**src/rtl/xfeed_pkg.sv**
```systemverilog
// Shared definitions for the UART transmit feeder.
//   SEND_CHAR    : in-band end-of-frame marker, never forwarded to the transmitter
//   OVERSAMPLE   : receiver samples per bit
//   feed_state_e : framer states
//   rx_state_e   : receiver states
//   majority3    : 2-of-3 vote used by the optional rxd glitch filter
package xfeed_pkg;

    localparam logic [7:0]  SEND_CHAR  = 8'h04;
    localparam int unsigned OVERSAMPLE = 16;

    typedef enum logic [2:0] {
        StIdle,
        StAddr,
        StType,
        StData,
        StSend,
        StWaitBusy
    } feed_state_e;

    typedef enum logic [2:0] {
        RxSync,
        RxIdle,
        RxStart,
        RxData,
        RxStop
    } rx_state_e;

    function automatic logic majority3(input logic a, input logic b, input logic c);
        return (a & b) | (a & c) | (b & c);
    endfunction

endpackage

```
**src/rtl/uart_rx_core.sv**
```systemverilog
// 8N1 UART receiver, 16x oversampled.
// Optional build macro: RX_GLITCH_FILTER_EN adds a 3-sample majority filter after the
// two-flop synchroniser.
// Ports:
//   clk, rst : system clock, asynchronous active-low reset
//   rxd      : asynchronous serial input, idle high
//   data     : last received byte, held until the next byte starts shifting in
//   done     : one-cycle pulse, data valid
//   ferr     : one-cycle pulse, stop bit sampled low (byte discarded)
module uart_rx_core
    import xfeed_pkg::*;
#(
    parameter int unsigned CLK_FREQ = 100_000_000,
    parameter int unsigned BAUD     = 9600
) (
    input  logic       clk,
    input  logic       rst,
    input  logic       rxd,
    output logic [7:0] data,
    output logic       done,
    output logic       ferr
);

    localparam int unsigned DIV_RAW = CLK_FREQ / (BAUD * OVERSAMPLE);
    localparam int unsigned DIV     = (DIV_RAW < 1) ? 1 : DIV_RAW;
    localparam int unsigned DIV_W   = (DIV > 1) ? $clog2(DIV) : 1;
    localparam logic [DIV_W-1:0] DIV_LAST = DIV_W'(DIV - 1);
    localparam logic [3:0] CNT_LAST = 4'(OVERSAMPLE - 1);
    localparam logic [3:0] CNT_HALF = 4'(OVERSAMPLE / 2 - 1);

    // Oversample tick generator.
    logic [DIV_W-1:0] div_q;
    logic             tick;

    assign tick = (div_q == DIV_LAST);

    always_ff @(posedge clk or negedge rst) begin
        if (!rst) begin
            div_q <= '0;
        end else if (tick) begin
            div_q <= '0;
        end else begin
            div_q <= div_q + DIV_W'(1);
        end
    end

    // Two-flop synchroniser; reset to idle level so reset never looks like a start bit.
    logic [1:0] sync_q;
    logic       rx_line;

    always_ff @(posedge clk or negedge rst) begin
        if (!rst) begin
            sync_q <= 2'b11;
        end else begin
            sync_q <= {sync_q[0], rxd};
        end
    end

`ifdef RX_GLITCH_FILTER_EN
    logic [1:0] samp_q;
    logic       filt_q;

    always_ff @(posedge clk or negedge rst) begin
        if (!rst) begin
            samp_q <= 2'b11;
            filt_q <= 1'b1;
        end else if (tick) begin
            samp_q <= {samp_q[0], sync_q[1]};
            filt_q <= majority3(samp_q[1], samp_q[0], sync_q[1]);
        end
    end

    assign rx_line = filt_q;
`else
    assign rx_line = sync_q[1];
`endif

    rx_state_e  state_q;
    logic [3:0] tick_cnt_q;
    logic [2:0] bit_idx_q;
    logic [7:0] shift_q;

    assign data = shift_q;

    always_ff @(posedge clk or negedge rst) begin
        if (!rst) begin
            state_q    <= RxSync;
            tick_cnt_q <= '0;
            bit_idx_q  <= '0;
            shift_q    <= '0;
            done       <= 1'b0;
            ferr       <= 1'b0;
        end else begin
            done <= 1'b0;
            ferr <= 1'b0;
            if (tick) begin
                unique case (state_q)
                    // Need one full bit time of idle-high before trusting a falling edge.
                    RxSync: begin
                        if (!rx_line) begin
                            tick_cnt_q <= '0;
                        end else if (tick_cnt_q == CNT_LAST) begin
                            tick_cnt_q <= '0;
                            state_q    <= RxIdle;
                        end else begin
                            tick_cnt_q <= tick_cnt_q + 4'd1;
                        end
                    end
                    RxIdle: begin
                        if (!rx_line) begin
                            tick_cnt_q <= '0;
                            state_q    <= RxStart;
                        end
                    end
                    // Re-check the start bit at its centre to reject glitches.
                    RxStart: begin
                        if (tick_cnt_q == CNT_HALF) begin
                            tick_cnt_q <= '0;
                            bit_idx_q  <= '0;
                            state_q    <= rx_line ? RxIdle : RxData;
                        end else begin
                            tick_cnt_q <= tick_cnt_q + 4'd1;
                        end
                    end
                    RxData: begin
                        if (tick_cnt_q == CNT_LAST) begin
                            tick_cnt_q <= '0;
                            shift_q    <= {rx_line, shift_q[7:1]};
                            if (bit_idx_q == 3'd7) begin
                                state_q <= RxStop;
                            end else begin
                                bit_idx_q <= bit_idx_q + 3'd1;
                            end
                        end else begin
                            tick_cnt_q <= tick_cnt_q + 4'd1;
                        end
                    end
                    RxStop: begin
                        if (tick_cnt_q == CNT_LAST) begin
                            tick_cnt_q <= '0;
                            if (rx_line) begin
                                done    <= 1'b1;
                                state_q <= RxIdle;
                            end else begin
                                // Line may be held low (break); resync before the next start.
                                ferr    <= 1'b1;
                                state_q <= RxSync;
                            end
                        end else begin
                            tick_cnt_q <= tick_cnt_q + 4'd1;
                        end
                    end
                    default: state_q <= RxSync;
                endcase
            end
        end
    end

endmodule

```
**src/rtl/uart_xmit_feeder.sv**
```systemverilog
// Receives UART bytes and reframes them for a byte-oriented transmitter:
// address byte (forwarded), frame type (latched), payload (forwarded) ended by SEND_CHAR
// or MAX_LEN bytes, then a send command and a wait for the transmitter to finish.
// Optional build macro: RX_GLITCH_FILTER_EN (majority filter on rxd, see uart_rx_core).
// Ports:
//   clk, rst   : system clock, asynchronous active-low reset
//   rxd        : UART serial input
//   xrdy       : transmitter accepts a byte or send command this cycle
//   xbusy      : transmitter is sending a frame
//   uart_in    : byte presented to the transmitter (holding register)
//   xvalid     : qualifies uart_in; high only in a cycle where xrdy is high
//   xsend      : send command; high only in a cycle where xrdy is high
//   frame_type : type byte of the current frame
//   ferr       : pulse on a receive framing error
//   ovf        : pulse when a received byte is dropped
module uart_xmit_feeder
    import xfeed_pkg::*;
#(
    parameter int unsigned CLK_FREQ = 100_000_000,
    parameter int unsigned BAUD     = 9600,
    parameter int unsigned MAX_LEN  = 255
) (
    input  logic       clk,
    input  logic       rst,
    input  logic       rxd,
    input  logic       xrdy,
    input  logic       xbusy,
    output logic [7:0] uart_in,
    output logic       xvalid,
    output logic       xsend,
    output logic [7:0] frame_type,
    output logic       ferr,
    output logic       ovf
);

    localparam logic [7:0] LEN_LAST = 8'(MAX_LEN);

    logic [7:0] rx_data;
    logic       rx_done;

    uart_rx_core #(
        .CLK_FREQ (CLK_FREQ),
        .BAUD     (BAUD)
    ) u_rx (
        .clk  (clk),
        .rst  (rst),
        .rxd  (rxd),
        .data (rx_data),
        .done (rx_done),
        .ferr (ferr)
    );

    feed_state_e state_q;
    logic [7:0]  cnt_q;
    logic [7:0]  hold_q;
    logic        hold_full_q;
    logic [7:0]  frame_type_q;
    logic        seen_busy_q;
    logic        ovf_q;
    logic        present;
    logic        send_fire;

    // Handshakes complete in the same cycle xrdy is seen; the send command waits until the
    // last payload byte has left the holding register.
    assign present    = hold_full_q & xrdy;
    assign send_fire  = (state_q == StSend) & ~hold_full_q & xrdy;

    assign uart_in    = hold_q;
    assign xvalid     = present;
    assign xsend      = send_fire;
    assign frame_type = frame_type_q;
    assign ovf        = ovf_q;

    // Framing errors never reach this FSM: rx_done stays low, so the state is untouched.
    always_ff @(posedge clk or negedge rst) begin
        if (!rst) begin
            state_q      <= StIdle;
            cnt_q        <= '0;
            hold_q       <= '0;
            hold_full_q  <= 1'b0;
            frame_type_q <= 8'h00;
            seen_busy_q  <= 1'b0;
            ovf_q        <= 1'b0;
        end else begin
            ovf_q <= 1'b0;
            if (present) begin
                hold_full_q <= 1'b0;
            end
            unique case (state_q)
                StIdle: begin
                    if (rx_done && (rx_data != SEND_CHAR)) begin
                        state_q <= StAddr;
                    end
                end
                // The holding register is always empty here (SEND drains it), and the
                // receiver data stays stable for many cycles after done.
                StAddr: begin
                    hold_q      <= rx_data;
                    hold_full_q <= 1'b1;
                    state_q     <= StType;
                end
                StType: begin
                    if (rx_done) begin
                        if (rx_data == SEND_CHAR) begin
                            state_q <= StIdle;
                        end else begin
                            frame_type_q <= rx_data;
                            state_q      <= StData;
                        end
                    end
                end
                StData: begin
                    if (rx_done) begin
                        if (rx_data == SEND_CHAR) begin
                            state_q <= StSend;
                        end else if (hold_full_q && !present) begin
                            ovf_q <= 1'b1;
                        end else begin
                            hold_q      <= rx_data;
                            hold_full_q <= 1'b1;
                            cnt_q       <= cnt_q + 8'd1;
                            if ((cnt_q + 8'd1) == LEN_LAST) begin
                                state_q <= StSend;
                            end
                        end
                    end
                end
                StSend: begin
                    if (rx_done) begin
                        ovf_q <= 1'b1;
                    end
                    if (send_fire) begin
                        seen_busy_q <= 1'b0;
                        state_q     <= StWaitBusy;
                    end
                end
                StWaitBusy: begin
                    if (rx_done) begin
                        ovf_q <= 1'b1;
                    end
                    if (!seen_busy_q) begin
                        if (xbusy) begin
                            seen_busy_q <= 1'b1;
                        end
                    end else if (!xbusy) begin
                        cnt_q   <= '0;
                        state_q <= StIdle;
                    end
                end
                default: state_q <= StIdle;
            endcase
        end
    end

endmodule

```
**config.mk**
```make
export PLATFORM = sky130hd
export DESIGN_NAME = uart_xmit_feeder
export DESIGN_NICKNAME = d
export VERILOG_FILES = /design/src/rtl/xfeed_pkg.sv /design/src/rtl/uart_rx_core.sv /design/src/rtl/uart_xmit_feeder.sv
export SDC_FILE = /design/constraint.sdc
export NUM_CORES = 1
export LEC_CHECK = 0
export BUFFER_PORTS_ARGS = -buffer_cell sky130_fd_sc_hd__buf_2
export CAP_MARGIN = 40
export CORE_ASPECT_RATIO = 1.4
export CORE_MARGIN = 3
export CORE_UTILIZATION = 28
export DETAILED_ROUTE_END_ITERATION = 7
export SYNTH_ARGS = -nofsm -noshare
export SYNTH_HDL_FRONTEND = slang
export SYNTH_HIERARCHICAL = 1
export SYNTH_SLANG_ARGS = --single-unit
```
**constraint.sdc**
```tcl
create_clock -name clk -period 4.9 [get_ports clk]
set_clock_uncertainty 0.15 [all_clocks]
set_input_delay 0.98 -clock clk [delete_from_list [all_inputs] [get_ports clk]]
set_output_delay 0.98 -clock clk [all_outputs]
set_load 0.02 [all_outputs]
```
# Yosys cells after proc, flatten, opt, wreduce, memory -nomap -nowiden
# Cells that the tools add are included.
[classes]
n_mux = 63
n_addsub = 4
n_shift = 0
n_div = 0
n_mul = 0
n_reduce_logical = 21
n_eq_ne = 34
n_lt_le_gt_ge = 0
bitwise = 5
[op_table]
columns = ["op", "count"]
rows = [
  ["8-bit two-way mux", 8],
  ["3-bit two-way mux", 19],
  ["8-bit case mux with 2 select lines", 2],
  ["1-bit two-way mux", 20],
  ["3-bit case mux with 6 select lines", 1],
  ["4-bit two-way mux", 4],
  ["2-bit by 1-bit inequality test with 1-bit output (second input constant)", 8],
  ["2-bit inequality test (second input constant)", 8],
  ["4-bit case mux with 4 select lines", 1],
  ["8-bit AND reduction", 2],
  ["3-bit case mux with 5 select lines", 1],
  ["3-bit by 2-bit == test with 1-bit output (second input constant)", 4],
  ["3-bit == test (second input constant)", 4],
  ["10-bit by 1-bit adder with 10-bit output (second input constant)", 1],
  ["10-bit == test (second input constant)", 1],
  ["10-bit two-way mux", 1],
  ["3-bit AND reduction", 3],
  ["8-bit by 1-bit adder with 8-bit output (second input constant)", 1],
  ["8-bit by 3-bit == test with 1-bit output (second input constant)", 1],
  ["8-bit == test (second input constant)", 1],
  ["8-bit by 3-bit inequality test with 1-bit output (second input constant)", 1],
  ["2-bit nonzero test", 4],
  ["3-bit by 1-bit == test with 1-bit output (second input constant)", 2],
  ["3-bit logical NOT", 2],
  ["other kinds (18)", 27],
]
[word_totals]
regBits = 62
n_memories = 0
out_inout_bits = 20
ramBits = 0
rom_bits = 0
elab_cells = 142
latch_bits = 0

# Depth between registers and ports, before layout
[depth]
ltp_word = 7
mapped_depth = 8

# Modules after synthesis
# Netlist, hierarchy kept.
[modules_own_cells]
columns = ["mod", "area_per_inst_um2", "cells_each", "instances"]
rows = [
  ["uart_rx_core", 1621.6, 152, 1],
  ["uart_xmit_feeder", 1541.5, 146, 1],
]

# Worst setup path before layout
# Ideal clock, no wire load.
[synth_timing]
path_kind = "input port to output port"
startpoint = "input xrdy"
endpoint = "output xsend"
required_time_ps = 3770
t_arrival_ps = 1495
stages = 4
path_slack_ps = 2275
cell_sequence = "inv_1 nor2_1 nand2_1 nor2_1"
[synth_between]
elab_chain_len = 1
[synth_lines]
columns = ["element", "line", "source"]
rows = [
  ["start: declaration", "uart_xmit_feeder.sv:26", "input logic xrdy,"],
  ["1-bit AND", "uart_xmit_feeder.sv:66", "assign send_fire = (state_q == StSend) & ~hold_full_q & xrdy;"],
  ["end: declaration", "uart_xmit_feeder.sv:30", "output logic xsend,"],
]
# Every way passes these cells.

# Worst setup path in the final report
# Same ends and word-level chain as after synthesis.

==> summary.md <==
| Metric | Value |
|---|---|
| Root Buffer | `clkbuf_16` |
| Wire length on met1 | `2.51 mm` |
| Clk_lat worst skew | `0.33 ns` |
| Final HPWL DP | `4.36 mm` |
| Cell Pwr Density | `355 nW/um^2` |
| Clock share of power | `56.0%` |
| Setup WS pre-CTS | `2.07 ns` |
| Endpoint type of the worst setup path | `output port` |
| Combinational Power Share | `3.3%` |
| Worst hold stages | `0` |
| Number of global-route vias before repair | `2324` |
| Leak | `1.71 nW` |
| Highest metal used | `met4` |
| Setup WS post-layout | `2.10 ns` |
| Post-synthesis sequential area ratio | `49.1%` |
| CTS tree | `yes` |
| Critical path class | `input port to output port` |
| Cell count of the worst reg-to-reg path | `6` |
| Final setup vio count | `0` |
| Post-synth EDFFs | `0` |
| Internal power | `0.00105 W` |
| Slew of the pin with the lowest slew margin | `0.796 ns` |
| Total routed wirelength | `6.20 mm` |
| Overall power | `0.00132 W` |
| Most used DFF post-synth | `dfrtp_1` |
| DR WL met3 | `224 um` |
| Fin nets | `332` |
| Placed Instances | `450` |
| Share of cells above drive strength 1 | `25.2%` |
| Crit path cell chain | `buf_2, inv_1, nor2_1, nand2_1, nor2_1, buf_2` |
| Core Region | `10900 um^2` |
| Clock Path Buffers | `2` |
| Final Max Slew Viols | `0` |
| Initial core utilization | `29.0%` |
| Nature of the critical path startpoint | `input port` |
| Slowest cell on the critical path | `buf_2` |
| Maximum clock frequency | `357 MHz` |
| Diode count | `0` |
| Synthesized cell area | `3160 um^2` |
| WL per Instance | `13.3 um` |
| Detail Route Antenna Nets | `0` |
| DR WL met2 | `3.37 mm` |
| Seq pwr share | `40.8%` |
| Cells after synthesis | `298` |
| Worst reg2reg path startpoint | `u_rx/div_q[0]` |
| Worst hold margin | `0.205 ns` |
| CP Max Fanout | `3` |
| Die width | `95.8 um` |
| Worst EP arrival | `1.67 ns` |
| CTS buffer count | `9` |
| Largest net degree at the start of global routing | `38` |
| #FFs+latches synth | `62` |
| Switching share of power | `20.6%` |
| # DRC | `0` |
| Critical path's largest stage delay | `0.18 ns` |
| Syn_nets | `310` |
| Period utilization | `57.1%` |
| Commonest non-fill, non-tap cells in the layout | `60 x dfrtp_1, 30 x nor2_1, 27 x mux2_2` |
| Yosys warning total | `6` |
| GR Util All Layers | `11.1%` |
| Initial antenna violation count | `0` |
| Crit path launch | `xrdy` |
| Clk slew on worst S/H paths | `0.05 ns` |
| Yosys cell types | `59` |
| Commonest non-fill, non-tap cell in the layout | `dfrtp_1` |
| Synthesis-to-layout area growth | `17.6%` |
| MaxCap Viol Count | `0` |
| Placer Congestion | `0.845` |
| Cts hold-fix bufs | `0` |
| Hold Crit Start | `u_rx/sync_q[0]` |
| NetSw | `0.000273 W` |
| Clock H-tree levels | `3` |
| IO buf count | `24` |
| Max transition margin | `46.5%` |
| Die Outline Area | `12600 um^2` |
| Async SR Flop Fraction | `100%` |
| Via Count | `2282` |
| Status | `complete, no violations` |
| Aggregate global routing overflow | `0` |
| Height of the die | `132 um` |
| First-pass GRT wire length | `11.2 mm` |
| Post-CTS Setup Inserts | `0` |
| RSZ-0062 raised after global routing | `no` |
| Synthesized area per cell | `10.6 um^2` |
| Period minus WS final | `2.80 ns` |
| # rows | `45` |
| Clock Sinks | `62` |
| Ports | `25` |
| VDD IR max | `0.131 mV` |
| Worst path required time | `3.77 ns` |
| Final TNS setup | `0 ns` |
| DRT Pass-1 Iters | `5` |
| Non-Filler Instances | `466` |
| Drt initial violations | `108` |
| Final hold violations | `0` |
| Post-DR vias/cell | `4.90` |
| Worst hold-check path type | `flop to flop` |
| # resized after CTS | `0` |
cell families after synthesis:
logic type | after synthesis | synth area share (%)
AOI/OAI and AO/OA | 61 | 12.5
xor gates and xnor gates | 10 | 3.01
adders and majority gates | 7 | 2.77
buffers and inverters | 26 | 4.51
DFF | 62 | 49.1
muxes | 28 | 9.93
and+or+nand+nor | 104 | 18.2
state kept, by name, indices dropped and copies added, names as in the netlist:
register	count
u_rx/div_q	10
cnt_q	8
frame_type	8
u_rx/data	8
uart_in	8
u_rx/tick_cnt_q	4
state_q	3
u_rx/bit_idx_q	3
u_rx/state_q	3
u_rx/sync_q	2
hold_full_q	1
ovf	1
seen_busy_q	1
u_rx/done	1
u_rx/ferr	1
layer usage:
| metal | GRT usage [%] | vias up |
|---|---|---|
| met5 | 0 | - |
| met4 | 5.06 | 0 |
| met2 | 19.2 | 39 |
| li1 | - | 1111 |
| met1 | 12.3 | 1124 |
| met3 | 3.08 | 8 |
power by group through the flow:
stage | logic (W) | registers [W] | clock network [W]
3_3_place_gp | 0.0000433 | 0.000547 | 0
4_1_cts | 0.0000443 | 0.000538 | 0.000757
2_1_floorplan | 0.0000375 | 0.000535 | 0
6_report | 0.0000431 | 0.000539 | 0.000739
5_1_grt | 0.0000516 | 0.000541 | 0.000787
3_5_place_dp | 0.0000443 | 0.000547 | 0
Yosys cell counts, types with 3 or more instances:
master / n / area share (%)
buf_2: 4 / 0.63
o21ai_0: 20 / 3.2
dfrtp_1: 60 / 47
nand2b_1: 4 / 0.79
xnor2_1: 6 / 1.7
a21boi_0: 3 / 0.71
xor2_1: 3 / 0.83
o21a_1: 3 / 0.71
and2_1: 4 / 0.79
nor2b_1: 4 / 0.79
buf_4: 3 / 0.71
mux2_2: 27 / 9.6
nand2_1: 23 / 2.7
nand3_1: 10 / 1.6
nand4_1: 6 / 1.2
a22o_1: 3 / 0.83
nor2_1: 30 / 3.6
a21oi_1: 10 / 1.6
clkbuf_1: 3 / 0.36
a21o_1: 5 / 1.2
nor3_1: 3 / 0.47
ha_1: 7 / 2.8
inv_1: 12 / 1.4
worst max-delay path: cells and delay by family:
kind                   cells  cell delay, ns
and+or+nand+nor            3            0.37
buffers and inverters      3            0.32
final timing paths:
path / end / slack, ns
max: xsend / 2.10
min: u_rx/sync_q[1] / 0.21
max reg2reg: u_rx/data[0] / 2.36
min reg2reg: u_rx/sync_q[1] / 0.21
max in group asynchronous: u_rx/div_q[3] / 3.21
min in group asynchronous: frame_type[0] / 0.50
metrics by stage:
stage / area, um^2 / utilization [%]
final: 3720 / 34.0
after global routing: 3720 / 34.0
after CTS: 3720 / 34.0
after detailed placement: 3370 / 30.8
after global placement: 3370 / 30.8
after floorplan: 3160 / -
final cells by class:
cell class | count | area (um^2)
fill | 1098 | 7200
inverter | 12 | 45.0
multi-input combinational | 210 | 1470
timing repair buffer | 25 | 128
clock inverter | 5 | 106
tap | 141 | 176
clock buffer | 11 | 243
sequential | 62 | 1550
No activity file was read; power rests on OpenSTA's default activity.
